$ cat src/rtl/pipe_ctrl_pkg.sv
// Shared types for the pipeline hazard controller: FSM states, default widths
// and the bundle of per-cycle pipeline control strobes.
package pipe_ctrl_pkg;

    localparam int XLEN_DEF = 32;
    localparam int RIDX_DEF = 5;

    typedef enum logic [1:0] {
        BOOT  = 2'd0,
        RUN   = 2'd1,
        IKILL = 2'd2
    } ctrl_state_t;

    typedef struct packed {
        logic pc_hold;
        logic pc_redirect;
        logic ifid_hold;
        logic ifid_flush;
        logic idex_stall;
        logic idex_flush;
        logic mem_stall;
    } ctrl_t;

    function automatic ctrl_t ctrl_idle();
        ctrl_t c;
        c = '0;
        return c;
    endfunction

endpackage

$ cat src/rtl/pipe_hazard_ctrl_load_use_detect.sv
// Load-use comparator: flags an ID instruction that reads the register an
// in-flight load in ID/EX is about to write (x0 never creates a hazard).
module load_use_detect #(
    parameter int RIDX = 5
) (
    input  logic [RIDX-1:0] id_rs1,
    input  logic [RIDX-1:0] id_rs2,
    input  logic            id_use_rs1,
    input  logic            id_use_rs2,
    input  logic [RIDX-1:0] ex_rd,
    input  logic            ex_mem_ren,
    output logic            load_use
);

    logic rs1_hit;
    logic rs2_hit;

    assign rs1_hit  = id_use_rs1 && (id_rs1 == ex_rd);
    assign rs2_hit  = id_use_rs2 && (id_rs2 == ex_rd);
    assign load_use = ex_mem_ren && (ex_rd != '0) && (rs1_hit || rs2_hit);

endmodule

$ cat src/rtl/pipe_hazard_ctrl.sv
// Pipeline hold/flush/redirect controller for the 5-stage core.
// Optional perf counters are built when PIPE_CTRL_PERF_EN is defined.
//
// state | meaning
// BOOT  | first cycle after reset, pipeline held and flushed
// RUN   | normal issue, hazards decoded combinationally
// IKILL | mispredict seen during I-cache miss, waiting to replay target_r
module pipe_hazard_ctrl
    import pipe_ctrl_pkg::*;
#(
    parameter int XLEN = XLEN_DEF,
    parameter int RIDX = RIDX_DEF
) (
    input  logic            clk,
    input  logic            rst,
    input  logic [RIDX-1:0] id_rs1,
    input  logic [RIDX-1:0] id_rs2,
    input  logic            id_use_rs1,
    input  logic            id_use_rs2,
    input  logic [RIDX-1:0] ex_rd,
    input  logic            ex_mem_ren,
    input  logic            ex_mispredict,
    input  logic [XLEN-1:0] ex_target,
    input  logic            icache_stall,
    input  logic            dcache_stall,
    output logic            pc_hold,
    output logic            pc_redirect,
    output logic [XLEN-1:0] pc_redirect_addr,
    output logic            ifid_hold,
    output logic            ifid_flush,
    output logic            idex_stall,
    output logic            idex_flush,
    output logic            mem_stall,
`ifdef PIPE_CTRL_PERF_EN
    output logic [31:0]     perf_luse_cnt,
    output logic [31:0]     perf_dstall_cnt,
    output logic [31:0]     perf_redirect_cnt,
`endif
    output logic [1:0]      state_o
);

    ctrl_state_t     state;
    ctrl_state_t     state_nxt;
    logic [XLEN-1:0] target_r;
    logic [XLEN-1:0] target_nxt;
    ctrl_t           ctrl;
    logic            load_use;
    logic            luse_active;
    logic            dstall_active;

    load_use_detect #(.RIDX(RIDX)) u_load_use_detect (
        .id_rs1     (id_rs1),
        .id_rs2     (id_rs2),
        .id_use_rs1 (id_use_rs1),
        .id_use_rs2 (id_use_rs2),
        .ex_rd      (ex_rd),
        .ex_mem_ren (ex_mem_ren),
        .load_use   (load_use)
    );

    always_ff @(posedge clk or posedge rst) begin
        if (rst) begin
            state    <= BOOT;
            target_r <= '0;
        end else begin
            state    <= state_nxt;
            target_r <= target_nxt;
        end
    end

    always_comb begin
        ctrl          = ctrl_idle();
        state_nxt     = state;
        target_nxt    = target_r;
        luse_active   = 1'b0;
        dstall_active = 1'b0;
        case (state)
            RUN: begin
                if (dcache_stall) begin
                    // Freeze everything; a pending mispredict stays visible from frozen EX.
                    ctrl.pc_hold    = 1'b1;
                    ctrl.ifid_hold  = 1'b1;
                    ctrl.idex_stall = 1'b1;
                    ctrl.mem_stall  = 1'b1;
                    dstall_active   = 1'b1;
                end else if (ex_mispredict && !icache_stall) begin
                    ctrl.pc_redirect = 1'b1;
                    ctrl.ifid_flush  = 1'b1;
                    ctrl.idex_flush  = 1'b1;
                end else if (ex_mispredict) begin
                    target_nxt      = ex_target;
                    ctrl.pc_hold    = 1'b1;
                    ctrl.ifid_flush = 1'b1;
                    ctrl.idex_flush = 1'b1;
                    state_nxt       = IKILL;
                end else if (load_use) begin
                    ctrl.pc_hold    = 1'b1;
                    ctrl.ifid_hold  = 1'b1;
                    ctrl.idex_flush = 1'b1;
                    luse_active     = 1'b1;
                end else if (icache_stall) begin
                    ctrl.pc_hold    = 1'b1;
                    ctrl.ifid_flush = 1'b1;
                end
            end
            IKILL: begin
                if (dcache_stall) begin
                    ctrl.pc_hold    = 1'b1;
                    ctrl.ifid_hold  = 1'b1;
                    ctrl.idex_stall = 1'b1;
                    ctrl.mem_stall  = 1'b1;
                    dstall_active   = 1'b1;
                end else if (icache_stall) begin
                    ctrl.pc_hold    = 1'b1;
                    ctrl.ifid_flush = 1'b1;
                    ctrl.idex_flush = 1'b1;
                end else begin
                    ctrl.pc_redirect = 1'b1;
                    ctrl.ifid_flush  = 1'b1;
                    ctrl.idex_flush  = 1'b1;
                    state_nxt        = RUN;
                end
            end
            default: begin
                ctrl.pc_hold    = 1'b1;
                ctrl.ifid_flush = 1'b1;
                ctrl.idex_flush = 1'b1;
                state_nxt       = RUN;
            end
        endcase
    end

    assign pc_hold          = ctrl.pc_hold;
    assign pc_redirect      = ctrl.pc_redirect;
    assign ifid_hold        = ctrl.ifid_hold;
    assign ifid_flush       = ctrl.ifid_flush;
    assign idex_stall       = ctrl.idex_stall;
    assign idex_flush       = ctrl.idex_flush;
    assign mem_stall        = ctrl.mem_stall;
    assign pc_redirect_addr = (state == IKILL) ? target_r : ex_target;
    assign state_o          = state;

`ifdef PIPE_CTRL_PERF_EN
    always_ff @(posedge clk or posedge rst) begin
        if (rst) begin
            perf_luse_cnt     <= '0;
            perf_dstall_cnt   <= '0;
            perf_redirect_cnt <= '0;
        end else begin
            if (luse_active)      perf_luse_cnt     <= perf_luse_cnt + 32'd1;
            if (dstall_active)    perf_dstall_cnt   <= perf_dstall_cnt + 32'd1;
            if (ctrl.pc_redirect) perf_redirect_cnt <= perf_redirect_cnt + 32'd1;
        end
    end
`else
    logic perf_unused;
    assign perf_unused = luse_active ^ dstall_active;
`endif

endmodule

$ cat config.mk
export PLATFORM = sky130hd
export DESIGN_NAME = pipe_hazard_ctrl
export DESIGN_NICKNAME = d
export VERILOG_FILES = /design/src/rtl/pipe_ctrl_pkg.sv /design/src/rtl/pipe_hazard_ctrl_load_use_detect.sv /design/src/rtl/pipe_hazard_ctrl.sv
export SDC_FILE = /design/constraint.sdc
export NUM_CORES = 1
export LEC_CHECK = 0
export BUFFER_PORTS_ARGS = -buffer_cell sky130_fd_sc_hd__buf_4
export CAP_MARGIN = 20
export CELL_PAD_IN_SITES_DETAIL_PLACEMENT = 0
export CELL_PAD_IN_SITES_GLOBAL_PLACEMENT = 1
export CORE_MARGIN = 2
export CORE_UTILIZATION = 31
export CTS_CLUSTER_SIZE = 10
export DETAILED_ROUTE_END_ITERATION = 16
export MAX_ROUTING_LAYER = met4
export PLACE_DENSITY_LB_ADDON = 0.1
export REMOVE_ABC_BUFFERS = 1
export SYNTH_ARGS = -nofsm -noshare
export SYNTH_HDL_FRONTEND = slang
export SYNTH_SLANG_ARGS = --single-unit
$ cat constraint.sdc
create_clock -name clk -period 1.7 [get_ports clk]
set_input_delay 0.085 -clock clk [delete_from_list [all_inputs] [get_ports clk]]
set_output_delay 0.085 -clock clk [all_outputs]
set_load 0.02 [all_outputs]
==> metrics.txt, run 1 <==
outcome=finished with violations; failing checks=setup timing; die area=6870 µm²; grt ovf=0; crit-path cells=inv_2 -> ha_4 -> or4b_4 -> o21ai_2 -> buf_6; yosys warns=0; Crit. End Element=primary output; total track usage=between 10 and 15%; Compound-Gate Fraction of Synth Area=5.18%; worst hold slack=about 0.042 ns; Site Rows=28; Reg2Reg Depth=6; largest family of logic cells by synthesized area=multiplexers; min Tclk post-route=roughly 1.8 ns; via count=between 1.5k and 2k; Final period util=106%; Final Max Slew Viols=0; xor and xnor area share after synthesis=under 10%; synth unique cells=31; CTS tree=built; vias per cell=4.75; H-tree levels=2; Fmax achieved=553 MHz; layout cells sized above 1=74.6%; Final ANT Viol Nets=0; Inserted Clock Buffers=5; crit path to=ifid_hold; IO Count=96; DRC viols=0; antenna violations before repair=0; count of final hold-check violations=0; drt pass-1 iters=4; RSZ-0062 raised after global routing=yes; Clk pin slew, worst setup/hold paths=roughly 0.07 ns; slack of the worst reg-to-reg path=-0.02 ns; Clock Tree Root=clkbuf_8; Nets=~320; Seq/Total Area, Yosys=about 44%; Pwr Density=approximately 1300 nW/µm²; post-synthesis adder-cell area fraction=between 1 and 1.5%; Crit path depth=5; Core Area=slightly below 6000 µm²; crit-path max cell delay=approximately 0.5 ns; synthesized cell area=between 1500 and 2000 µm²; Worst Setup Start Kind=flop; Worst EP required=roughly 1.6 ns; Slew @ Worst Pin=between 0.4 and 0.5 ns; critical path class=reg2out; leakage power=approximately 1.6 nW; RePlAce Congestion=slightly above 0.7; CTS sink count=34; Setup-failing EPs final=45; area delta synth->final=76.2%; ant diodes=0; final wirelength=roughly 5.4 mm; Crit Reg-Reg Startpoint=state_o[0]$_DFFE_PP0P_; die span in x=between 80 and 90 µm; CP Buf/Inv Count=2; Crit Reg-Reg Endpoint=target_r[6]$_DFFE_PP0P_; final worst setup slack=-0.108 ns; DP HPWL=roughly 3.4 mm; Hold Path Class=in2reg; CP startpoint=state_o[0]$_DFFE_PP0P_; Top Family by Delay on Critical Path=simple AND/OR/NAND/NOR gates; Die Y=82.9 µm; number of global-route vias before repair=approximately 1.7k; pre-CTS setup slack=roughly 0.016 ns; Relative slew margins=roughly 70%; Final Skew=between 0.005 and 0.006 ns; clock tree buffer depth=2; IO Port Bufs=95; clock latency at the later pin of the worst-skew pair=about 0.28 ns; setup TNS=-0.767 ns; pin count of the biggest net entering global routing=35; Synth Register Bits=34; DR WL/cell=roughly 16 µm; Synth Area per Inst=about 13 µm²; first-pass GRT wire length=around 8.3 mm; MaxCap Viol Count=0; DR iter-0 viols=35; Overall Power=0.00436 W; Starting Density=between 30 and 40%; Worst EP arrival=about 1.7 ns; largest fanout on the critical path=3; mux contribution to synthesized area=between 30% and 40%; worst vdd ir=about 0.00065 V; cell count after synthesis=150; Slowest-stage cell, CP=or4b_4; Synth Area in Simple Gates=under 10%
-- layout make-up --
type	count	area (µm²)
sequential	34	851
clock buffer	6	82.6
multi-input combinational	103	1170
inverter	4	15.0
fill	507	2550
timing repair buffer	116	1160
clock inverter	1	30.0
tap	75	93.8
-- kinds of logic (layout without fill, tap and decap cells) --
logic type | Yosys count | count (layout)
muxes | 64 | 64
DFF | 34 | 34
AOI/OAI and AO/OA | 14 | 14
and+or+nand+nor | 13 | 13
buffers and inverters | 13 | 127
xor gates and xnor gates | 10 | 10
adders and majority gates | 2 | 2
-- stage by stage --
stage	util, %	std cells	area (µm²)
floorplan	-	141	1890
global placement	47.0	318	2800
detailed placement	47.0	318	2800
CTS	55.3	335	3300
global route	57.1	339	3400
finish	57.1	339	3400
-- cell usage after synthesis, drive strengths merged --
cell    number  area share (%)
mux2        64              37
nand3        1            0.52
a21o         1            0.39
nor2         3            0.58
and2         1            0.32
clkbuf       2            0.39
dfrtp       34              44
a32oi        1            0.45
o22ai        1            0.32
or4b         1            0.52
a21oi        3            0.78
o31ai        1            0.39
o22a         1            0.45
xnor2        2            0.91
o41ai        1            0.45
buf          7             1.9
o41a         1            0.58
or2          1            0.32
or4          1            0.39
nor3         1            0.26
nor4         2            0.97
and2b        1            0.39
nand2        1            0.19
o21bai       1            0.39
xor2         8             3.6
o21ai        3            0.97
inv          4            0.78
ha           2             1.3
-- worst min-delay path by stage --
stage	endpoint	cells past startpoint	from	slack (ns)
2_1_floorplan	state_o[0]$_DFFE_PP0P_	1	rst	0.23
3_3_place_gp	target_r[31]$_DFFE_PP0P_	3	rst	0.22
3_5_place_dp	target_r[31]$_DFFE_PP0P_	3	rst	0.23
4_1_cts	target_r[23]$_DFFE_PP0P_	2	ex_target[23]	0.04
5_1_grt	target_r[4]$_DFFE_PP0P_	2	ex_target[4]	0.03
6_report	target_r[4]$_DFFE_PP0P_	2	ex_target[4]	0.04
-- timing repair --
item,in CTS,in global routing
endpoints found under the hold margin,34,0
hold buffers,1,0
endpoints found under the setup margin,35,56
gates resized for setup,69,6
cloned,2,5
setup buffers,7,0
pin swaps,2,2
-- metal layers --
metal | GRT usage (%) | wire length [µm] | vias up
li1 | - | - | 772
met1 | 20.2 | 2600 | 790
met5 | - | 0 | -
met2 | 23.3 | 2520 | 45
met4 | 2.24 | 6 | 0
met3 | 3.58 | 226 | 2
-- state kept, by name, summed over array words and instances (netlist names) --
name      cells
state_o       2
target_r     32
-- cell usage in the layout, fill, tap and decap left out, types with 3 or more instances in the layout --
cell type | Yosys | layout
clkbuf_8 | 0 | 6
buf_6 | 0 | 36
mux2_4 | 0 | 28
nor2_1 | 3 | 3
buf_4 | 1 | 69
clkbuf_16 | 0 | 4
mux2_2 | 64 | 36
xor2_1 | 8 | 8
buf_12 | 0 | 5
dfrtp_1 | 34 | 34
-- power breakdown --
group,switching (W),internal [W],total (W)
Sequential,0.000202,0.00121,0.00141
Clock,0.000288,0.000469,0.000757
Combinational,0.000891,0.00130,0.00219
Total,0.00138,0.00298,0.00436
No activity file was read; power rests on OpenSTA's default activity.
==> run 2: changes to the inputs <==
--- a/config.mk
+++ b/config.mk
@@ -9,7 +9,6 @@
 export CAP_MARGIN = 20
 export CELL_PAD_IN_SITES_DETAIL_PLACEMENT = 0
 export CELL_PAD_IN_SITES_GLOBAL_PLACEMENT = 1
-export CORE_MARGIN = 2
 export CORE_UTILIZATION = 31
 export CTS_CLUSTER_SIZE = 10
 export DETAILED_ROUTE_END_ITERATION = 16
==> constraint.sdc (replaced) <==
create_clock -name clk -period 1.7 [get_ports clk]
set_input_delay 0.34 -clock clk [delete_from_list [all_inputs] [get_ports clk]]
set_output_delay 0.34 -clock clk [all_outputs]
set_load 0.02 [all_outputs]
==> metrics.txt, run 2 (synthesis results as in run 1) <==
Seq pwr share=31.1% (-1.3 points); Crit. End Element=primary output; DRC viols=0 (unchanged); antenna violations before repair=0 (unchanged); Core Area=5960 µm² (unchanged); Fmax achieved=482 MHz (-13%); fill count=518 (+2.2%); number of global-route vias before repair=1648 (-2.8%); die area=6550 µm² (-4.8%); min Tclk post-route=2.08 ns (+0.268 ns); CTS sink count=34 (unchanged); die span in x=80.9 µm (-2.4%); outcome=finished with violations; DR iter-0 viols=23 (-34%); Gate power share=49.0% (-1.2 points); Slew @ Worst Pin=0.431 ns (-0.0227 ns); Reg2Reg Depth=6 (unchanged); drt pass-1 iters=4 (unchanged); clock latency at the later pin of the worst-skew pair=0.28 ns (about the same); final wirelength=5.11 mm (-4.7%); Net Sw Frac=31.2% (-0.47 points); Biggest register=target_r; clock tree buffer depth=2 (unchanged); DR WL/cell=15.0 µm (-5.2%); Largest register FFs=32 (unchanged); Register Area=851 µm² (unchanged); cell internal pwr=0.00312 W (+4.5%); commonest non-fill, non-tap cell in the layout=buf_4; Crit Reg-Reg Endpoint=target_r[5]$_DFFE_PP0P_; worst vdd ir=0.000587 V (-9.0%); IO Count=96 (unchanged); MaxCap Viol Count=0 (unchanged); Clk pin slew, worst setup/hold paths=0.07 ns (about the same); Hold Path Class=in2async; Final Max Slew Viols=0 (unchanged); Design Area, Final=3450 µm² (+1.3%); most frequent cells in the layout=buf_4 (69), buf_6 (39), dfrtp_1 (34), mux2_2 (32), mux2_4 (32); critical path class=reg2out; RSZ-0062 raised after global routing=yes; Worst Setup Start Kind=flop; Worst EP required=1.36 ns (-0.26 ns); RePlAce Congestion=0.708 (-2.5%); Crit Reg-Reg Startpoint=state_o[0]$_DFFE_PP0P_; layout cells sized above 1=75.2% (+0.57 points); leakage power=1.63 nW (+1.5%); total track usage=15.7% (+0.78 points); Starting Density=32.4% (unchanged); Worst EP arrival=1.74 ns (+0.02 ns); Final Skew=0.00217 ns (-0.00366 ns); count of final hold-check violations=0 (unchanged); final worst setup slack=-0.376 ns (-0.268 ns); CTS tree=built; Final period util=122% (+16 points); Relative slew margins=71.3% (+1.5 points); Die Y=80.9 µm (-2.4%); failing checks=setup timing; Setup-failing EPs final=39 (-13%); grt ovf=0 (unchanged); slack of the worst reg-to-reg path=0.03 ns (+0.05 ns); instance area after placement=2830 µm² (+1.3%); Clock power frac=19.9% (+2.5 points); Site Rows=28 (unchanged); Psw=0.00141 W (+2.2%); Pwr Density=1310 nW/µm² (+2.5%); ant diodes=0 (unchanged); worst hold slack=0.145 ns (+0.103 ns); largest fanout on the critical path=2 (-1); IO Port Bufs=95 (unchanged); pin count of the biggest net entering global routing=35 (unchanged); Inserted Clock Buffers=5 (unchanged); via count=1654 (+2.8%); Final ANT Viol Nets=0 (unchanged); DP HPWL=3.26 mm (-4.7%); pre-CTS setup slack=-0.298 ns (-0.314 ns); Nets=322 (+0.31%); area delta synth->final=78.5%; first-pass GRT wire length=7.56 mm (-9.3%); vias per cell=4.85 (+2.2%); Clock Tree Root=clkbuf_8; setup TNS=-9.91 ns (-9.14 ns); H-tree levels=2 (unchanged); Multi-input gate area=1200 µm² (+2.4%)
[run 2: changes by cell type in the layout (fill, tap and decap cells not counted), moves of 3 or more]
cell / change
buf_6: +3
clkbuf_16: -3
mux2_2: -4
mux2_4: +4
[run 2: worst max-delay path by stage]
| stage | end | start | slack (ns) | cells past startpoint |
|---|---|---|---|---|
| floorplan | pc_hold | state_o[0]$_DFFE_PP0P_ | -0.75 | 3 |
| global placement | ifid_flush | ex_rd[3] | -0.29 | 6 |
| detailed placement | ifid_flush | ex_rd[3] | -0.30 | 6 |
| CTS | ifid_hold | state_o[0]$_DFFE_PP0P_ | -0.41 | 5 |
| global route | ifid_hold | state_o[0]$_DFFE_PP0P_ | -0.45 | 5 |
| finish | ifid_hold | state_o[0]$_DFFE_PP0P_ | -0.38 | 5 |
[run 2: layer usage]
layer,vias up,wire length (µm),GRT usage [%]
li1,773,-,-
met4,0,38,3.39
met3,6,250,3.82
met1,827,2230,18.3
met2,48,2590,27.2
met5,-,0,-
[run 2: area by class of cell]
cell class | count | share of cell area [%]
well taps | 75 | 2.72
clock buffers | 5 | 2.00
flip-flops and latches | 34 | 24.7
clock inverters | 3 | 2.00
repair buffers | 117 | 33.4
multi-input cells | 103 | 34.7
inverters | 4 | 0.436
[run 2: critical path, stage by stage, from the launching register on]
cell and delay, ns:
dfrtp_1 0.39, inv_2 0.07, ha_4 0.20, or4b_1 0.50, o21ai_1 0.14, buf_4 0.16
[run 2: power groups by stage]
| stage | clock [W] | combinational (W) | sequential, W |
|---|---|---|---|
| after global routing | 0.000969 | 0.00239 | 0.00146 |
| after global placement | 0 | 0.00176 | 0.00139 |
| after floorplan | 0 | 0.00106 | 0.00137 |
| after CTS | 0.000932 | 0.00222 | 0.00140 |
| final | 0.000899 | 0.00222 | 0.00141 |
| after detailed placement | 0 | 0.00177 | 0.00139 |
[run 2: metrics by stage]
stage	instances	total power (W)	utilization (%)
after CTS	341	0.00455	57.3
after floorplan	141	0.00243	-
after global routing	341	0.00481	57.9
after global placement	326	0.00315	47.6
after detailed placement	326	0.00316	47.6
final	341	0.00453	57.9
[run 2: what timing repair did]
| action | 4_1_cts | 5_1_grt |
|---|---|---|
| hold buffers | 0 | 0 |
| endpoints found under the setup margin | 71 | 63 |
| setup buffers | 5 | 0 |
| gates resized for setup | 85 | 10 |
| pin swaps | 5 | 5 |
| cloned | 3 | 2 |
==> run 3: changes to the inputs <==
--- a/config.mk
+++ b/config.mk
@@ -7,7 +7,7 @@
 export LEC_CHECK = 0
 export BUFFER_PORTS_ARGS = -buffer_cell sky130_fd_sc_hd__buf_4
 export CAP_MARGIN = 20
-export CELL_PAD_IN_SITES_DETAIL_PLACEMENT = 0
+export CELL_PAD_IN_SITES_DETAIL_PLACEMENT = 1
 export CELL_PAD_IN_SITES_GLOBAL_PLACEMENT = 1
 export CORE_UTILIZATION = 31
 export CTS_CLUSTER_SIZE = 10
==> metrics.txt, run 3 (synthesis results as in run 1) <==
Site Rows=28 (unchanged); RePlAce Congestion=0.708 (unchanged); CP Buf/Inv Count=2 (unchanged); outcome=finished with violations; critical path class=reg2out; Inserted Clock Buffers=5 (unchanged); die span in x=80.9 µm (unchanged); final worst setup slack=-0.381 ns (-0.00532 ns); final wirelength=6.10 mm (+19%); CTS tree=built; H-tree levels=2 (unchanged); fill count=580 (+12%); Final Skew=0.00628 ns (+0.00411 ns); pin count of the biggest net entering global routing=35 (unchanged); failing checks=setup timing; Design Area, Final=3690 µm² (+7.1%); Final period util=122% (+0.31 points); clock latency at the later pin of the worst-skew pair=0.28 ns (about the same); Nets=334 (+3.7%); Biggest register=target_r; largest fanout on the critical path=2 (unchanged); CP startpoint=state_o[0]$_DFFE_PP0P_; Pwr Density=1300 nW/µm² (-1.3%); Slew @ Worst Pin=0.445 ns (+0.0149 ns); worst vdd ir=0.000738 V (+26%); post-layout utilization of the core=62.0% (+4.1 points); vias per cell=4.86 (+0.22%); Setup-failing EPs final=71 (+82%); Worst EP arrival=1.74 ns (about the same); Starting Density=32.4% (unchanged); die area=6550 µm² (unchanged); Crit Reg-Reg Startpoint=state_o[0]$_DFFE_PP0P_; Top Family by Delay on Critical Path=simple AND/OR/NAND/NOR gates; number of global-route vias before repair=1831 (+11%); leakage power=1.73 nW (+6.3%); Clk pin slew, worst setup/hold paths=0.08 ns (about the same); Worst Setup Start Kind=flop; min Tclk post-route=2.08 ns (+0.00532 ns); Core Area=5960 µm² (unchanged); total track usage=19.4% (+3.7 points); RSZ-0062 raised after global routing=yes; Final ANT Viol Nets=0 (unchanged); Fmax achieved=481 MHz (-0.26%); Hold Path Class=in2async; count of final hold-check violations=0 (unchanged); Slowest-stage cell, CP=or4b_4; Reg2Reg Depth=8 (+2); non-filler cells, final=353 (+3.5%); Relative slew margins=70.3% (-0.99 points); slack of the worst reg-to-reg path=-0.16 ns (-0.19 ns); Largest register FFs=32 (unchanged); instance area after placement=2830 µm² (unchanged); crit-path max cell delay=0.52 ns (+0.02 ns); Clock Tree Root=clkbuf_8; antenna violations before repair=0 (unchanged); via count=1716 (+3.7%); DR iter-0 viols=49 (+110%); Worst EP required=1.36 ns (about the same); clock tree buffer depth=2 (unchanged); IO Port Bufs=95 (unchanged); Final Max Slew Viols=0 (unchanged); grt ovf=0 (unchanged); IO Count=96 (unchanged); DRC viols=0 (unchanged); CTS sink count=34 (unchanged); MaxCap Viol Count=0 (unchanged); ant diodes=0 (unchanged); most frequent cells in the layout=buf_4 (69), buf_6 (48), dfrtp_1 (33), mux2_2 (32), mux2_4 (32); area delta synth->final=91.2%; hold-fix buffers at CTS=0 (unchanged); layout cells sized above 1=80.2% (+5.0 points); Crit path depth=5 (unchanged); Crit Reg-Reg Endpoint=target_r[20]$_DFFE_PP0P_; DP Cell Count=326 (unchanged); drt pass-1 iters=4 (unchanged); Crit. End Element=primary output; first-pass GRT wire length=9.24 mm (+22%); Die Y=80.9 µm (unchanged); DP HPWL=3.64 mm (+11%); commonest non-fill, non-tap cell in the layout=buf_4; DR WL/cell=17.3 µm (+15%); crit-path cells=inv_2 -> ha_4 -> or4b_4 -> o21ai_2 -> buf_6
-- run 3: cell types whose count changed in the layout (fill, tap and decap cells not counted), sizes merged --
cell | before | now
buf | 116 | 129
clkbuf | 6 | 5
-- run 3: power breakdown --
part           total, W  switching [W]  internal, W
registers       0.00143       0.000214      0.00121
logic           0.00246        0.00101      0.00146
clock network  0.000898       0.000311     0.000588
-- run 3: worst min-delay path: cells and delay by family --
family / cells / cell delay [ns]
buf+inv: 3 / 0.54
-- run 3: through the flow --
| stage | hold slack [ns] | power [W] | TNS, ns | setup WS (ns) |
|---|---|---|---|---|
| floorplan | 0.474 | 0.00243 | -31.72 | -0.750 |
| global placement | 0.475 | 0.00315 | -1.34 | -0.286 |
| detailed placement | 0.476 | 0.00318 | -1.40 | -0.314 |
| CTS | 0.159 | 0.00466 | -16.86 | -0.429 |
| global route | 0.189 | 0.00506 | -19.33 | -0.444 |
| finish | 0.151 | 0.00479 | -14.67 | -0.381 |
-- run 3: layout make-up --
class | instances | area (µm²) | share of cell area [%]
Tap cell | 75 | 93.8 | 2.54
Multi-Input combinational cell | 103 | 1260 | 34.1
Timing Repair Buffer | 129 | 1330 | 36.1
Inverter | 4 | 15.0 | 0.407
Sequential cell | 34 | 852 | 23.1
Clock inverter | 3 | 68.8 | 1.86
Clock buffer | 5 | 68.8 | 1.86
-- run 3: timing repair --
action,CTS,global route
buffers inserted,9,4
endpoints found under the setup margin,67,73
pin swaps,9,7
gates cloned,7,0
gates resized for setup,93,23
-- run 3: worst max-delay path by stage --
stage and end:
2_1_floorplan pc_hold, 3_3_place_gp ifid_flush, 3_5_place_dp ifid_flush, 4_1_cts ifid_hold, 5_1_grt ifid_hold, 6_report ifid_hold
-- run 3: per-layer routing --
metal | track usage (%) | up-vias | part of all wire, % | wire length [µm]
li1 | - | 801 | - | -
met4 | 3.39 | 0 | 0.38 | 23
met3 | 3.82 | 2 | 3.8 | 230
met2 | 33.2 | 43 | 53 | 3250
met5 | - | - | 0 | 0
met1 | 23.9 | 870 | 43 | 2600
